==> config.mk <==
export PLATFORM = sky130hd
export DESIGN_NAME = net_rtd_avg
export DESIGN_NICKNAME = d
export VERILOG_FILES = /design/src/rtl/net_rtd_avg.sv
export SDC_FILE = /design/constraint.sdc
export NUM_CORES = 1
export LEC_CHECK = 0
export BUFFER_PORTS_ARGS = -buffer_cell sky130_fd_sc_hd__buf_2
export CORE_AREA = 4 4 138 140
export DETAILED_ROUTE_END_ITERATION = 6
export DIE_AREA = 0 0 142 144
export PLACE_DENSITY = 0.86
export SYNTH_ARGS = -nofsm -noshare
export SYNTH_HDL_FRONTEND = slang
export SYNTH_SLANG_ARGS = --single-unit
export TNS_END_PERCENT = 20
==> constraint.sdc <==
create_clock -name clk_i -period 2.85 [get_ports clk_i]
set_input_delay 0.4275 -clock clk_i [delete_from_list [all_inputs] [get_ports clk_i]]
set_output_delay 0.4275 -clock clk_i [all_outputs]
set_load 0.01 [all_outputs]
==> src/rtl/net_rtd_avg.sv <==
// Round-trip-delay averager: accumulates (rx - tx) deltas, then divides sum by count via an external divider.
// Optional RTD_MINMAX_EN adds registered per-measurement min/max delta outputs.
module net_rtd_avg #(
    parameter int DW = 32,
    parameter int CW = 8
) (
    input  logic          clk_i,
    input  logic          rst_ni,
    input  logic          meas_start_i,
    input  logic [CW-1:0] cfg_num_i,
    input  logic          sample_vld_i,
    input  logic [DW-1:0] t_tx_i,
    input  logic [DW-1:0] t_rx_i,
    output logic          div_start_o,
    output logic [DW-1:0] div_a_o,
    output logic [DW-1:0] div_b_o,
    input  logic          div_ready_i,
    input  logic          div_end_i,
    input  logic [DW-1:0] div_q_i,
    input  logic [DW-1:0] div_r_i,
    output logic [DW-1:0] avg_o,
    output logic [DW-1:0] avg_rem_o,
    output logic          avg_vld_o,
    output logic          busy_o,
`ifdef RTD_MINMAX_EN
    output logic [DW-1:0] dmin_o,
    output logic [DW-1:0] dmax_o,
`endif
    output logic          err_o
);

    typedef enum logic [2:0] {IDLE, ACC, REQ, WAIT, DONE} state_e;

    state_e        state_q, state_d;
    logic [CW-1:0] num_q, num_d;
    logic [CW-1:0] cnt_q, cnt_d;
    logic [DW-1:0] acc_q, acc_d;
    logic [DW-1:0] avg_q, avg_d;
    logic [DW-1:0] rem_q, rem_d;
    logic          err_q, err_d;
    logic [DW-1:0] delta;
    logic [DW:0]   sum_w;
`ifdef RTD_MINMAX_EN
    logic [DW-1:0] mn_q, mn_d, mx_q, mx_d;
    logic [DW-1:0] dmin_q, dmin_d, dmax_q, dmax_d;
`endif

    // Returns {carry, sum}; on carry the sum is pinned at all-ones.
    function automatic logic [DW:0] sat_add(input logic [DW-1:0] a, input logic [DW-1:0] b);
        logic [DW:0] s;
        s = {1'b0, a} + {1'b0, b};
        if (s[DW]) begin
            s = {1'b1, {DW{1'b1}}};
        end
        return s;
    endfunction

    // Modular subtraction absorbs a timestamp wrap between tx and rx.
    assign delta = t_rx_i - t_tx_i;
    assign sum_w = sat_add(acc_q, delta);

    always_ff @(posedge clk_i or negedge rst_ni) begin
        if (!rst_ni) begin
            state_q <= IDLE;
        end else begin
            state_q <= state_d;
        end
    end

    always_ff @(posedge clk_i or negedge rst_ni) begin
        if (!rst_ni) begin
            num_q  <= '0;
            cnt_q  <= '0;
            acc_q  <= '0;
            avg_q  <= '0;
            rem_q  <= '0;
            err_q  <= 1'b0;
`ifdef RTD_MINMAX_EN
            mn_q   <= '0;
            mx_q   <= '0;
            dmin_q <= '0;
            dmax_q <= '0;
`endif
        end else begin
            num_q  <= num_d;
            cnt_q  <= cnt_d;
            acc_q  <= acc_d;
            avg_q  <= avg_d;
            rem_q  <= rem_d;
            err_q  <= err_d;
`ifdef RTD_MINMAX_EN
            mn_q   <= mn_d;
            mx_q   <= mx_d;
            dmin_q <= dmin_d;
            dmax_q <= dmax_d;
`endif
        end
    end

    always_comb begin
        state_d     = state_q;
        num_d       = num_q;
        cnt_d       = cnt_q;
        acc_d       = acc_q;
        avg_d       = avg_q;
        rem_d       = rem_q;
        err_d       = err_q;
        div_start_o = 1'b0;
`ifdef RTD_MINMAX_EN
        mn_d        = mn_q;
        mx_d        = mx_q;
        dmin_d      = dmin_q;
        dmax_d      = dmax_q;
`endif
        unique case (state_q)
            IDLE: begin
                if (meas_start_i) begin
                    num_d = cfg_num_i;
                    cnt_d = '0;
                    acc_d = '0;
                    if (cfg_num_i == '0) begin
                        err_d = 1'b1;
                    end else begin
                        err_d   = 1'b0;
                        state_d = ACC;
                    end
                end
            end
            ACC: begin
                if (sample_vld_i) begin
                    acc_d = sum_w[DW-1:0];
                    if (sum_w[DW]) begin
                        err_d = 1'b1;
                    end
                    cnt_d = cnt_q + 1'b1;
`ifdef RTD_MINMAX_EN
                    if (cnt_q == '0) begin
                        mn_d = delta;
                        mx_d = delta;
                    end else begin
                        if (delta < mn_q) mn_d = delta;
                        if (delta > mx_q) mx_d = delta;
                    end
`endif
                    if (cnt_d == num_q) begin
                        state_d = REQ;
                    end
                end
            end
            REQ: begin
                // Operands are already stable here; fire only when the divider can take them.
                if (div_ready_i) begin
                    div_start_o = 1'b1;
                    state_d     = WAIT;
                end
            end
            WAIT: begin
                if (div_end_i) begin
                    avg_d   = div_q_i;
                    rem_d   = div_r_i;
`ifdef RTD_MINMAX_EN
                    dmin_d  = mn_q;
                    dmax_d  = mx_q;
`endif
                    state_d = DONE;
                end
            end
            DONE: begin
                state_d = IDLE;
            end
            default: begin
                state_d = IDLE;
            end
        endcase
    end

    assign div_a_o   = acc_q;
    assign div_b_o   = {{(DW-CW){1'b0}}, num_q};
    assign avg_o     = avg_q;
    assign avg_rem_o = rem_q;
    assign avg_vld_o = (state_q == DONE);
    assign busy_o    = (state_q != IDLE);
    assign err_o     = err_q;
`ifdef RTD_MINMAX_EN
    assign dmin_o    = dmin_q;
    assign dmax_o    = dmax_q;
`endif

endmodule

* Word-level counts from Yosys, hierarchy flattened
Cells that the tools add are included.
** Word-level totals
- Latch bits :: 0
- Bits in read-only memories :: 0
- Flip-flop bits (word level) :: 116
- Logic and storage cells :: 52
- RAM bits :: 0
- Memories :: 0
- Output and inout bits :: 132
** Operators by class
- Eq/ne operators :: 12
- Bitwise logic cells :: 0
- Magnitude comparators :: 0
- Reductions and logical operators :: 9
- Multiply operators :: 0
- Divide/modulo/power cells :: 0
- Add/sub/neg operators :: 3
- Mux-type cells :: 21
- Shift-type cells :: 0
** Operator list (count)
- 32-bit two-way mux :: 2
- 32-bit one-hot mux with 2 select lines :: 1
- 32-bit by 32-bit adder with 33-bit output :: 1
- 33-bit two-way mux :: 1
- 32-bit subtractor :: 1
- 3-bit two-way mux :: 6
- 8-bit two-way mux :: 2
- 8-bit one-hot mux with 2 select lines :: 1
- 2-bit inequality test (second input constant) :: 7
- 3-bit one-hot mux with 4 select lines :: 1
- 8-bit by 1-bit adder with 8-bit output (second input constant) :: 1
- 8-bit == test :: 1
- 8-bit zero test :: 1
- 3-bit by 2-bit == test with 1-bit output (second input constant) :: 2
- 1-bit two-way mux :: 6
- 6-bit AND reduction :: 1
- 2-bit AND reduction :: 2
- 4-bit AND reduction :: 1
- 3-bit by 1-bit == test with 1-bit output (second input constant) :: 1
- 3-bit == test (second input constant) :: 1
- 3-bit zero test :: 1
- 3-bit AND reduction :: 1
- 3-bit nonzero test :: 1
- 1-bit one-hot mux with 2 select lines :: 1
- 2-bit nonzero test :: 1

* Logic depth before layout (Yosys ltp)
- Word-level depth :: 6
- Mapped depth :: 21

* Worst setup path before layout
Ideal clock, no wire load.
- Path kind :: input to register
- From :: input t_tx_i[12]
- To :: register acc_q[31] (netlist: div_a_o[31])
- Arrival time :: 4.071 ns
- Slack :: -1.369 ns
- Cell stages on the path :: 18
- Buffers on the path :: 0
- Path through :: inv_1 -> ha_1 -> a21o_1 -> a221o_1 -> or4b_4 -> nand4_2 -> a21oi_2 -> or3_1 -> a21oi_2 -> xnor2_1 -> ha_1 -> a21o_1 -> a21oi_1 -> o21ai_0 -> nor3_1 -> a21oi_1 -> nor2_2 -> a41oi_1
** On the way
- Longest elaborated chain between the ends :: 5
** RTL lines
- start: declaration :: RTL line 12 : input logic [DW-1:0] t_tx_i,
- 32-bit subtractor :: RTL line 59 : assign delta = t_rx_i - t_tx_i;
- 32-bit by 32-bit adder with 33-bit output :: RTL line 51 : s = {1'b0, a} + {1'b0, b};
- 33-bit two-way mux :: RTL line 52 : if (s[DW]) begin
- 32-bit two-way mux :: RTL line 130 : if (sample_vld_i) begin
- 32-bit one-hot mux with 2 select lines :: RTL line 115 : unique case (state_q)
- end signal: assignment :: RTL line 74 : acc_q <= '0;
- end signal: assignment :: RTL line 87 : acc_q <= acc_d;
- end: declaration :: RTL line 37 : logic [DW-1:0] acc_q, acc_d;
No other way between the ends. The select of a mux whose other input is x is not followed.
A chain may end at the register's enable or synchronous reset.

* Worst setup path after layout
- From :: input t_tx_i[3]
- To :: register acc_q[11] (netlist: div_a_o[11])
The elaborated chain is that of the path after synthesis.

==> out/metrics.yaml <==
status:
  outcome: "finished, violations left"
  violations: "setup timing"
sta:
  slew_viol_final: 0
  slew_headroom: 0.529
  fin_crit_ns: 4.03
  setup_tns_ns: -36.38
  grt_setup_unrepaired: "true"
  setup_violations: 33
  period_share: 1.42
  hold_viol: 0
  whs_ns: 0.0320
  fin_skew_ns: 0.0116
  postLayoutSetupSlackWorst_ns: -1.18
  worst_pin_slew_ns: 0.705
  fmax_mhz: 248
grt:
  grt_max_degree: 66
  antenna_found_initial: 1
  grt_pass1_wl_microns: 43300
  grt_pass1_vias: 9308
  grtUsageTotal: 0.258
  overflow: 0
setup_path:
  critPathArrivalTime_ns: 4.35
  cp_max_fo: 10
  start_kind: "input pin"
  regToRegSetupSlack_ns: -0.18
  crit_type: "input pin to flip-flop"
  r2r_start: "div_a_o[0]"
  r2r_cells: 11
  required_ns: 3.16
  timing.rr.end: "div_a_o[20]"
  critPathCaptureType: "flip-flop"
layout:
  nets: 1665
  drive_gt1_frac: 0.389
  final_cell_mix: "nand2_1, buf_2, buf_4"
  final_common_cell: "nand2_1"
  post-route-util: 0.683
  layout.cells.non_filler: 1696
  areaGrowthSynthToFinish_pct: 46.6
drt:
  drt-total-wl_microns: 28400
  post-route-drc-count: 0
  via_per_inst: 5.50
  wl_per_cell_microns: 16.7
  drt_iter0_markers: 778
  ant_nets: 0
  first_pass_iters: 6
  vias: 9322
synthesis:
  synth_cells: 1026
  ys_seq_area_frac: 0.349
  yosysWarnings: 0
  synthFlopType: "dfrtp_1"
  ys_types: 72
  avgSynthCellArea_sq_um: 8.10
  synth_edf_count: 0
  synth_seq_cells: 116
  synth_area_sq_um: 8310
  async_flop_share: 1.00
power:
  p_seq_frac: 0.218
  switching_share: 0.437
  p_clk_frac: 0.151
  power.density_nw_per_um2: 1140
  p_sw_mw: 6.06
  p_comb_frac: 0.631
  ir_drop_mv: 0.543
  cellLeakagePower_nw: 6.46
  p_int_mw: 7.81
run:
  max_cap_violations: 0
place:
  place.gp.congestion: 0.954
  io_buffers: 249
  hpwl_microns: 20300
  placed_cells: 1655
floorplanning:
  die_h_microns: 144
  die_x_microns: 142
  core-area_sq_um: 17800
  rows: 49
  die_area_sq_um: 20400
  start_util: 0.466
  ios: 274
min_path:
  hp-class: "input pin to async pin"
clock_network:
  clock-root-buffer: "clkbuf_16"
  cts_sinks: 116
  numCtsBuffers: 17
  ctsHtreeMaxLevel: 4
  clockBufferDepth: 2
  cts_tree: "yes"
  insertion_delay_ns: 0.41
  clk_pin_slew_ns: 0.06
cell families (layout without fill, tap and decap cells):
group / Yosys count / count (layout) / share of synthesized area
flip-flops: 116 / 116 / 0.349
other: 1 / 25 / 0.000451
adder cells (fa/ha/maj): 69 / 69 / 0.106
AO/OA/AOI/OAI: 258 / 258 / 0.194
AND/OR/NAND/NOR: 403 / 403 / 0.217
XOR/XNOR: 67 / 67 / 0.0715
multiplexers: 1 / 1 / 0.00120
buffers and inverters: 111 / 528 / 0.0613
through the flow:
step           setup slack [ns]  power (mW)  instance area [sq um]
2_1_floorplan             -1.10        7.43                   8580
3_3_place_gp              -1.42        10.5                  11200
3_5_place_dp              -1.55        10.8                  11200
4_1_cts                   -1.04        13.1                  11900
5_1_grt                   -1.34        14.8                  12200
6_report                  -1.18        13.9                  12200
flip-flops by register name, summed over array words and instances, names as in the netlist:
signal / cells
err_o: 1
cnt_q: 8
num_q: 8
avg_o: 32
avg_rem_o: 32
div_a_o: 32
state_q: 3
per-layer routing:
layer / track usage / wire length, microns
met1: 0.301 / 10700
met2: 0.461 / 14100
met3: 0.0608 / 2590
met5: 0 / 0
met4: 0.0955 / 1000
power groups by stage:
stage	logic, mW	registers [mW]	clock network, mW
6_report	8.75	3.02	2.10
3_5_place_dp	7.78	2.98	0
4_1_cts	7.99	2.99	2.12
3_3_place_gp	7.50	2.97	0
5_1_grt	9.48	3.12	2.20
2_1_floorplan	4.22	3.21	0
final cells by class:
cell class / count / area (sq um)
tap: 229 / 287
clock inverter: 12 / 133
inverter: 46 / 188
multi-input combinational: 822 / 5370
antenna: 1 / 2.50
fill: 1288 / 5660
timing repair buffer: 451 / 2850
sequential: 116 / 2900
clock buffer: 19 / 443
worst max path at each step:
stage | to | startpoint
finish | div_a_o[11] | t_tx_i[3]
global route | div_a_o[11] | t_tx_i[17]
CTS | div_a_o[21] | t_rx_i[0]
detailed placement | div_a_o[30] | t_tx_i[12]
global placement | div_a_o[6] | t_tx_i[12]
floorplan | div_a_o[31] | t_tx_i[12]
synth_stat cells (19+ instances only):
cell	number	area (sq um)
a31oi_1	29	181
a21o_1	25	188
nand3_1	19	95.1
buf_4	24	180
dfrtp_1	116	2900
xnor2_1	39	342
clkbuf_1	34	128
nand2_1	259	972
xor2_1	27	236
a21oi_1	99	495
o21ai_0	37	185
nor2_1	37	139
inv_1	46	173
ha_1	67	838
timing repair:
action,CTS,global route
gates resized for setup,17,40
setup endpoints to repair,33,34
gates cloned,0,2
pin swaps,25,22
hold buffers,0,0
buffers inserted,2,5
critical path: stages:
cell	delay [ns]
buf_2	0.08
inv_1	0.04
ha_1	0.33
a21oi_1	0.30
a31oi_4	0.15
or4b_4	0.59
and3_4	0.19
nor2_1	0.19
xnor2_1	0.12
ha_2	0.41
buf_4	0.14
nand4_1	0.18
nand2_1	0.13
a41o_1	0.20
o211ai_1	0.09
buf_4	0.16
a21o_4	0.25
clkbuf_16	0.18
a31oi_1	0.20
Power figures use the tool's default switching activity.
